### src/rtl/pb_io_pkg.sv
// Shared constants for the PicoBlaze input-port hub: port_id width,
// default address map of the RTC/keyboard datapath and event flag indices.
package pb_io_pkg;

    localparam int unsigned PB_PORT_ID_W = 8;

    // Default address map seen by the PicoBlaze firmware
    localparam logic [PB_PORT_ID_W-1:0] ADDR_RTC_SEG = 8'h00;
    localparam logic [PB_PORT_ID_W-1:0] ADDR_RTC_MIN = 8'h01;
    localparam logic [PB_PORT_ID_W-1:0] ADDR_RTC_HOR = 8'h02;
    localparam logic [PB_PORT_ID_W-1:0] ADDR_RTC_DIA = 8'h03;
    localparam logic [PB_PORT_ID_W-1:0] ADDR_RTC_MES = 8'h04;
    localparam logic [PB_PORT_ID_W-1:0] ADDR_RTC_ANO = 8'h05;
    localparam logic [PB_PORT_ID_W-1:0] ADDR_STATUS  = 8'h0F;

    // Bit positions of the event flags inside the status word
    localparam int unsigned FLAG_LISTO         = 0;
    localparam int unsigned FLAG_LISTO_LEE     = 1;
    localparam int unsigned FLAG_LISTO_ESCRIBE = 2;

    // Source selected for the in_port register
    typedef enum logic [1:0] {
        SEL_NONE   = 2'd0,
        SEL_DATA   = 2'd1,
        SEL_STATUS = 2'd2
    } pb_sel_e;

endpackage

### src/rtl/pb_input_port_hub_if.sv
// PicoBlaze input-side bus: port_id/read_strobe from the CPU, data words and
// event sources from the datapath, in_port/event_pending back to the CPU.
interface pb_input_port_hub_if #(
    parameter int unsigned DATA_W    = 8,
    parameter int unsigned NUM_PORTS = 6,
    parameter int unsigned NUM_FLAGS = 3
);
    import pb_io_pkg::*;

    logic [PB_PORT_ID_W-1:0]     port_id;
    logic                        read_strobe;
    logic [NUM_PORTS*DATA_W-1:0] port_data;
    logic [NUM_FLAGS-1:0]        event_in;
    logic [DATA_W-1:0]           in_port;
    logic                        event_pending;

    // Environment side: CPU strobes plus datapath words and events
    modport master (
        output port_id,
        output read_strobe,
        output port_data,
        output event_in,
        input  in_port,
        input  event_pending
    );

    // Hub side
    modport slave (
        input  port_id,
        input  read_strobe,
        input  port_data,
        input  event_in,
        output in_port,
        output event_pending
    );

endinterface

### src/rtl/pb_event_flag.sv
// One sticky event flag: optional 2-flop synchroniser, rising-edge detect,
// set on edge, clear on request, set wins over a simultaneous clear.
// Build option: INPUT_SYNC_EN adds the synchroniser in front of the edge detector.
module pb_event_flag (
    input  logic clk,
    input  logic rst,
    input  logic event_in,
    input  logic clear,
    output logic flag,
    output logic flag_next_c
);

    logic event_s;
    logic event_q;
    logic edge_c;

`ifdef INPUT_SYNC_EN
    logic [1:0] sync_q;

    // Two-stage synchroniser for an asynchronous event source
    always_ff @(posedge clk or posedge rst) begin
        if (rst) begin
            sync_q <= 2'b00;
        end else begin
            sync_q <= {sync_q[0], event_in};
        end
    end

    assign event_s = sync_q[1];
`else
    assign event_s = event_in;
`endif

    // Edge-detect history; a level already high at reset release counts as an edge
    always_ff @(posedge clk or posedge rst) begin
        if (rst) begin
            event_q <= 1'b0;
        end else begin
            event_q <= event_s;
        end
    end

    // Next flag value: new edge sets, clear drops only an existing flag
    always_comb begin
        edge_c      = event_s & ~event_q;
        flag_next_c = edge_c | (flag & ~clear);
    end

    // Sticky flag register
    always_ff @(posedge clk or posedge rst) begin
        if (rst) begin
            flag <= 1'b0;
        end else begin
            flag <= flag_next_c;
        end
    end

endmodule

### src/rtl/pb_input_port_hub.sv
// PicoBlaze input-port hub: registered port_id mux over NUM_PORTS data words
// and a status word of sticky event flags that clear on read.
// Build option: INPUT_SYNC_EN synchronises event_in before edge detection.
module pb_input_port_hub
    import pb_io_pkg::*;
#(
    parameter int unsigned              DATA_W      = 8,
    parameter int unsigned              NUM_PORTS   = 6,
    parameter logic [PB_PORT_ID_W-1:0]  BASE_ADDR   = ADDR_RTC_SEG,
    parameter int unsigned              NUM_FLAGS   = 3,
    parameter logic [PB_PORT_ID_W-1:0]  STATUS_ADDR = ADDR_STATUS
) (
    input  logic                 clk,
    input  logic                 rst,
    pb_input_port_hub_if.slave   bus
);

    localparam int unsigned ADDR_LO = 32'(BASE_ADDR);
    localparam int unsigned ADDR_HI = 32'(BASE_ADDR) + NUM_PORTS - 1;

    logic [NUM_FLAGS-1:0] flags;
    logic [NUM_FLAGS-1:0] flags_next;
    logic [NUM_FLAGS-1:0] clear_c;
    logic [DATA_W-1:0]    in_port_q;
    logic [DATA_W-1:0]    word_c;
    logic                 event_pending_q;
    logic                 status_read_c;
    pb_sel_e              sel_c;

    // Address decode: full 8-bit compare, no wrap past 8'hFF
    always_comb begin
        sel_c = SEL_NONE;
        if (bus.port_id == STATUS_ADDR) begin
            sel_c = SEL_STATUS;
        end else if ((32'(bus.port_id) >= ADDR_LO) && (32'(bus.port_id) <= ADDR_HI)) begin
            sel_c = SEL_DATA;
        end
    end

    // Word selected for in_port on the next clock
    always_comb begin
        word_c = '0;
        case (sel_c)
            SEL_DATA: begin
                for (int unsigned k = 0; k < NUM_PORTS; k++) begin
                    if (32'(bus.port_id) == ADDR_LO + k) begin
                        word_c = bus.port_data[k*DATA_W +: DATA_W];
                    end
                end
            end
            SEL_STATUS: begin
                word_c[NUM_FLAGS-1:0] = flags;
            end
            default: begin
                word_c = '0;
            end
        endcase
    end

    // Clear only the flags the CPU is sampling right now on in_port
    always_comb begin
        status_read_c = bus.read_strobe && (bus.port_id == STATUS_ADDR);
        clear_c       = status_read_c ? in_port_q[NUM_FLAGS-1:0] : '0;
    end

    // One sticky flag per event source
    for (genvar i = 0; i < int'(NUM_FLAGS); i++) begin : g_flag
        pb_event_flag u_flag (
            .clk         (clk),
            .rst         (rst),
            .event_in    (bus.event_in[i]),
            .clear       (clear_c[i]),
            .flag        (flags[i]),
            .flag_next_c (flags_next[i])
        );
    end

    // Registered in_port and interrupt-style pending indication
    always_ff @(posedge clk or posedge rst) begin
        if (rst) begin
            in_port_q       <= '0;
            event_pending_q <= 1'b0;
        end else begin
            in_port_q       <= word_c;
            event_pending_q <= |flags_next;
        end
    end

    assign bus.in_port       = in_port_q;
    assign bus.event_pending = event_pending_q;

endmodule
### src/flat_wrapper.sv
// flat-port wrapper written by rule: the top's interface ports become plain ports
module pb_input_port_hub_flat import pb_io_pkg::*;
#(
    parameter int unsigned              DATA_W      = 8,
    parameter int unsigned              NUM_PORTS   = 6,
    parameter logic [PB_PORT_ID_W-1:0]  BASE_ADDR   = ADDR_RTC_SEG,
    parameter int unsigned              NUM_FLAGS   = 3,
    parameter logic [PB_PORT_ID_W-1:0]  STATUS_ADDR = ADDR_STATUS
)
  (clk, rst, bus_port_id, bus_read_strobe, bus_port_data, bus_event_in, bus_in_port, bus_event_pending);
  pb_input_port_hub_if #(.DATA_W(DATA_W), .NUM_PORTS(NUM_PORTS), .NUM_FLAGS(NUM_FLAGS)) bus_i ();
  input  logic clk;
  input  logic rst;
  input wire logic [$bits(bus_i.port_id)-1:0] bus_port_id;
  input wire logic [$bits(bus_i.read_strobe)-1:0] bus_read_strobe;
  input wire logic [$bits(bus_i.port_data)-1:0] bus_port_data;
  input wire logic [$bits(bus_i.event_in)-1:0] bus_event_in;
  output wire logic [$bits(bus_i.in_port)-1:0] bus_in_port;
  output wire logic [$bits(bus_i.event_pending)-1:0] bus_event_pending;
  assign bus_i.port_id = bus_port_id;
  assign bus_i.read_strobe = bus_read_strobe;
  assign bus_i.port_data = bus_port_data;
  assign bus_i.event_in = bus_event_in;
  assign bus_in_port = bus_i.in_port;
  assign bus_event_pending = bus_i.event_pending;
  pb_input_port_hub #(.DATA_W(DATA_W), .NUM_PORTS(NUM_PORTS), .BASE_ADDR(BASE_ADDR), .NUM_FLAGS(NUM_FLAGS), .STATUS_ADDR(STATUS_ADDR)) u_core (.clk(clk), .rst(rst), .bus(bus_i));
endmodule
### config.mk
export PLATFORM = sky130hd
export DESIGN_NAME = pb_input_port_hub_flat
export DESIGN_NICKNAME = d
export VERILOG_FILES = /design/src/rtl/pb_io_pkg.sv /design/src/rtl/pb_input_port_hub_if.sv /design/src/rtl/pb_event_flag.sv /design/src/rtl/pb_input_port_hub.sv /design/src/flat_wrapper.sv
export SDC_FILE = /design/constraint.sdc
export NUM_CORES = 1
export LEC_CHECK = 0
export CAP_MARGIN = 15
export CORE_MARGIN = 5
export CORE_UTILIZATION = 29
export DETAILED_ROUTE_END_ITERATION = 16
export GPL_ROUTABILITY_DRIVEN = 0
export GPL_TIMING_DRIVEN = 1
export PLACE_DENSITY = 0.71
export SLEW_MARGIN = 5
export SYNTH_ARGS = -nofsm -noshare
export SYNTH_HDL_FRONTEND = slang
export SYNTH_SLANG_ARGS = --single-unit
### constraint.sdc
create_clock -name clk -period 2.8 [get_ports clk]
set_clock_uncertainty 0.05 [all_clocks]
set_input_delay 0.84 -clock clk [delete_from_list [all_inputs] [get_ports clk]]
set_output_delay 0.84 -clock clk [all_outputs]
set_load 0.03 [all_outputs]
==> Word-level counts from Yosys, hierarchy flattened <==
Index checks and enable logic that the tools add are counted.
{ "totals": {"regBits": 15, "input_bits": 62} }
{ "classes": {"n_lt_le_gt_ge": 1, "eq_ne": 8, "n_mux": 11, "bitwise": 15, "n_reduce_logical": 3} }
{ "ops": {"columns": ["op", "n"], "rows": [
  ["8-bit two-way mux", 6],
  ["8-bit by 2-bit == test with 1-bit output (second input constant)", 2],
  ["8-bit by 3-bit == test with 1-bit output (second input constant)", 2],
  ["8-bit by 1-bit == test with 1-bit output (second input constant)", 1],
  ["8-bit by 4-bit == test with 1-bit output (second input constant)", 1],
  ["8-bit by 3-bit less-or-equal comparator with 1-bit output (second input constant)", 1],
  ["8-bit logical NOT", 1],
  ["1-bit bitwise AND", 6],
  ["1-bit NOT", 6],
  ["3-bit case mux with 2 select lines", 1],
  ["5-bit two-way mux", 1],
  ["3-bit two-way mux", 1],
  ["1-bit bitwise OR", 3],
  ["3-bit OR reduction", 1],
  ["2-bit by 1-bit == test with 1-bit output (second input constant)", 1],
  ["2-bit == test (second input constant)", 1],
  ["2-bit two-way mux", 1],
  ["1-bit logical AND", 1],
  ["1-bit two-way mux", 1]
]} }

==> Depth between registers and ports, before layout <==
{ "depth": {"depth_word": 8, "depth_mapped": 6} }

==> Hierarchy <==
From an unflattened synthesis, not the netlist that was laid out.
{ "hier_totals": {"cells_unflattened": 117, "hier_area_um2": 1057.3} }
{ "by_module_without_submodules": {"columns": ["module", "n_inst", "cells_per_inst", "area_per_inst_um2"], "rows": [
  ["pb_input_port_hub", 1, 99, 835.8],
  ["pb_event_flag", 3, 6, 73.8]
]} }

==> Worst setup path before layout <==
Ideal clock, no wire load.
{ "synth_timing": {"path_type": "input-to-reg", "from": "in bus_port_id[6]", "to": "reg u_core.event_pending_q (netlist: u_core.bus.event_pending)", "t_arrival_ns": 2.055, "required_ns": 2.619, "setup_slack_ns": 0.564, "path_stages": 4, "path_buffers": 0, "cell_sequence": "or4_4 > o31ai_1 > o21ai_1 > or3_1"} }
{ "synth_via": {"elab_chain_len": 7, "word_cells_on_any_way": 13, "cone_classes": "eq/ne: 1; mux: 1; bitwise: 9; reduce/logical: 2"} }
{ "synth_lines": {"columns": ["element", "line", "source"], "rows": [
  ["start: declaration", "flat_wrapper.sv:14", "input wire logic [$bits(bus_i.port_id)-1:0] bus_port_id;"],
  ["8-bit by 4-bit == test with 1-bit output", "pb_input_port_hub.sv:62", "status_read_c = bus.read_strobe && (bus.port_id == STATUS_ADDR);"],
  ["1-bit logical AND", "pb_input_port_hub.sv:62", null],
  ["3-bit two-way mux", "pb_input_port_hub.sv:63", "clear_c = status_read_c ? in_port_q[NUM_FLAGS-1:0] : '0;"],
  ["1-bit NOT", "pb_event_flag.sv:46", "flag_next_c = edge_c | (flag & ~clear);"],
  ["1-bit bitwise AND", "pb_event_flag.sv:46", null],
  ["1-bit bitwise OR", "pb_event_flag.sv:46", null],
  ["net u_core.g_flag[2].u_flag.flag_next_c", "pb_event_flag.sv:10", "output logic flag_next_c"],
  ["3-bit OR reduction", "pb_input_port_hub.sv:85", "event_pending_q <= |flags_next;"],
  ["end signal: assignment", "pb_input_port_hub.sv:85", null],
  ["end: declaration", "pb_input_port_hub.sv:26", "logic event_pending_q;"]
]} }
The timed path passes the listed nets, and every way through them passes these cells.

==> Worst setup path in the final report <==
Same ends and word-level chain as after synthesis.

==> key figures <==
STA
  • Final period utilization: 86.75%
  • Fmax: 0.4117 GHz
  • Fin Hold WS: 388.8 ps
  • Worst Tran Pin Value: 550.7 ps
  • Slew HR: 63.25%
  • Setup-failing EPs final: 0
  • Setup slack after layout: 371.0 ps
  • Post-route minimum period: 2429 ps
  • Final Max Tran Viols: 0
  • Fin. Hold Viols: 0
  • RSZ-0062 raised after global routing: no
  • Setup TNS: 0 ps

Floorplan
  • Die area: 4397 um2
  • I/O pin count: 71
  • Die Height: 66.31 um
  • Row cnt: 20
  • Core area: 3053 um2
  • Initial Util: 30.12%
  • Die width: 66.31 um

Synth
  • Syn Nets: 152
  • Synth top area cells: dfrtp_1 (41%), mux4_2 (15%), mux2i_1 (9.8%)
  • Yosys reg bits: 15
  • Area leader, netlist: dfrtp_1
  • Mapped Cells: 90
  • Most frequent cells after synthesis: dfrtp_1 (15), nor2_1 (14), a21oi_1 (9), mux2i_1 (9)
  • Yosys warns: 0
  • Top cell type's share of synthesized area: 40.82%
  • EDFF count, synth: 0
  • Sequential fraction of the synthesis area: 40.82%
  • Main synth FF type: dfrtp_1
  • Post-Syn Area: 919.6 um2
  • Most frequent cell after synthesis: dfrtp_1
  • Async set-reset flop share out of synthesis: 100.0%
  • Library cells used by synthesis: 25
  • Syn avg cell area: 10.22 um2

Setup path
  • Worst path cell trace: clkdlybuf4s50_1 > or4_4 > o31ai_1 > o21ai_1 > or3_1
  • Worst Path Max Fanout: 5
  • Worst Setup Path Type: in -> reg
  • CP endpoint kind: flip-flop
  • Worst Path Arrival: 2560 ps
  • Worst path max stage delay: 570 ps
  • Setup crit start kind: input port
  • Slowest stage cell, crit path: or4_4
  • Worst path required time: 2930 ps

Clocking
  • Clk root buf: clkbuf_4
  • CTS Buf Count: 3
  • Setup repair bufs after CTS: 0
  • Clk slew on worst S/H paths: 90 ps
  • Clk_lat worst skew: 290 ps
  • Resized cells post-CTS: 0
  • # clock sinks: 15
  • CTS tree: built
  • Hold buffers post-CTS: 0
  • Maximum root-to-sink buffer count: 2
  • H-Tree Depth: 1

Detailed routing
  • Vias post-DR: 961
  • WL/cell: 15.02 um
  • Post-DRT Antenna Nets: 0
  • DR pass1 iterations: 4
  • Final wirelength: 3.125 mm
  • Drt initial violations: 17
  • DRC: 0
  • Vias/cell: 4.620

Pwr
  • VDD IR max: 123.6 uV
  • Leak: 0.6967 nW
  • PwrDens: 294.6 nW/um2

Layout
  • Inserted Diodes: 0
  • # nets final: 227
  • Layout cells sized above 1: 10.37%
  • Area Overhead vs Synth: 87.62%

Placement
  • Detail Placement HPWL: 2.661 mm
  • Port Buffers: 70
  • Setup slack after placement: 70.85 ps

Job
  • Number of max-cap violations: 0

Global routing
  • Number of global-route vias before repair: 1,002
  • Antenna violations before repair: 0
  • First-pass GRT wire length: 4.830 mm
  • Largest net degree at the start of global routing: 22
  • Total GRT Usage: 14.85%
  • GRT overflow: 0

Outcome
  • Status: complete, no violations

Worst hold path
  • Worst hold path class: reg -> reg
[layout make-up]
class | count | area (um2)
clock buffers | 3 | 22.52
clock inverters | 1 | 5.005
fillers | 310 | 1328
inverters | 5 | 18.77
multi-input cells | 66 | 505.5
flip-flops and latches | 15 | 375.4
well taps | 44 | 55.05
repair buffers | 74 | 743.2
[critical path, delay by kind of cell]
family / cells / cell delay (ps)
buffers and inverters: 1 / 400
AOI/OAI and AO/OA: 2 / 380
and+or+nand+nor: 2 / 940
[kinds of logic (layout without fill, tap and decap cells)]
kind of cell / count (synthesis) / count (layout) / share of synthesized area (%)
compound gates: 19 / 19 / 12.38
buf+inv: 9 / 83 / 4.218
flops: 15 / 15 / 40.82
mux: 17 / 17 / 26.94
simple gates: 30 / 30 / 15.65
[per-stage QoR]
stage | util, % | cells | area [um2] | total power [mW]
after detailed placement | 55.61 | 204 | 1698 | 0.3861
after floorplan | - | 90 | 919.6 | 0.2794
final | 56.52 | 208 | 1725 | 0.5083
after global placement | 55.61 | 204 | 1698 | 0.3820
after global routing | 56.52 | 208 | 1725 | 0.5328
after CTS | 56.52 | 208 | 1725 | 0.5120
[layer usage]
metal  global-route usage [%]  vias to the layer above  share of wire, %  routed length [um]
met1                    16.25                      436                38                1186
met5                        0                        -                 0                   0
li1                         -                      475                 -                   -
met4                    6.853                        0               1.7                  54
met3                    4.422                        4               9.7                 303
met2                    26.02                       46                51                1581
[sequential cells by signal, indices dropped and copies added (netlist names)]
signal,cells
u_core.g_flag.u_flag.flag,3
u_core.bus.in_port,8
u_core.g_flag.u_flag.event_q,3
u_core.bus.event_pending,1
[final timing paths]
path | start | end | slack, ps | cells past startpoint
worst max-delay path | bus_port_id[6] | u_core.bus.event_pending | 370 | 5
worst min-delay path | u_core.g_flag[2].u_flag.event_q | u_core.g_flag[2].u_flag.flag | 390 | 1
worst max register to register | u_core.bus.in_port[2] | u_core.bus.event_pending | 1540 | 4
worst min register to register | u_core.g_flag[2].u_flag.event_q | u_core.g_flag[2].u_flag.flag | 390 | 1
max in group asynchronous | rst | u_core.g_flag[0].u_flag.flag | 1500 | 2
min in group asynchronous | rst | u_core.g_flag[1].u_flag.event_q | 830 | 2
[cell usage in the layout, fill, tap and decap left out, drive strengths merged, types with 2 or more instances in the layout]
cell type and instances:
a21oi 9, a221o 2, buf 4, clkbuf 3, clkdlybuf4s50 70, dfrtp 15, inv 5, mux2 2
mux2i 9, mux4 6, nand2 6, nor2 14, nor3 3, o21ai 5, o31ai 2
[where the power goes]
group	switching (mW)	total, mW	internal (mW)
clock	0.0750	0.128	0.0532
sequential	0.00112	0.221	0.220
combinational	0.0503	0.159	0.109
Note: power is estimated with default switching activity, not from simulation.
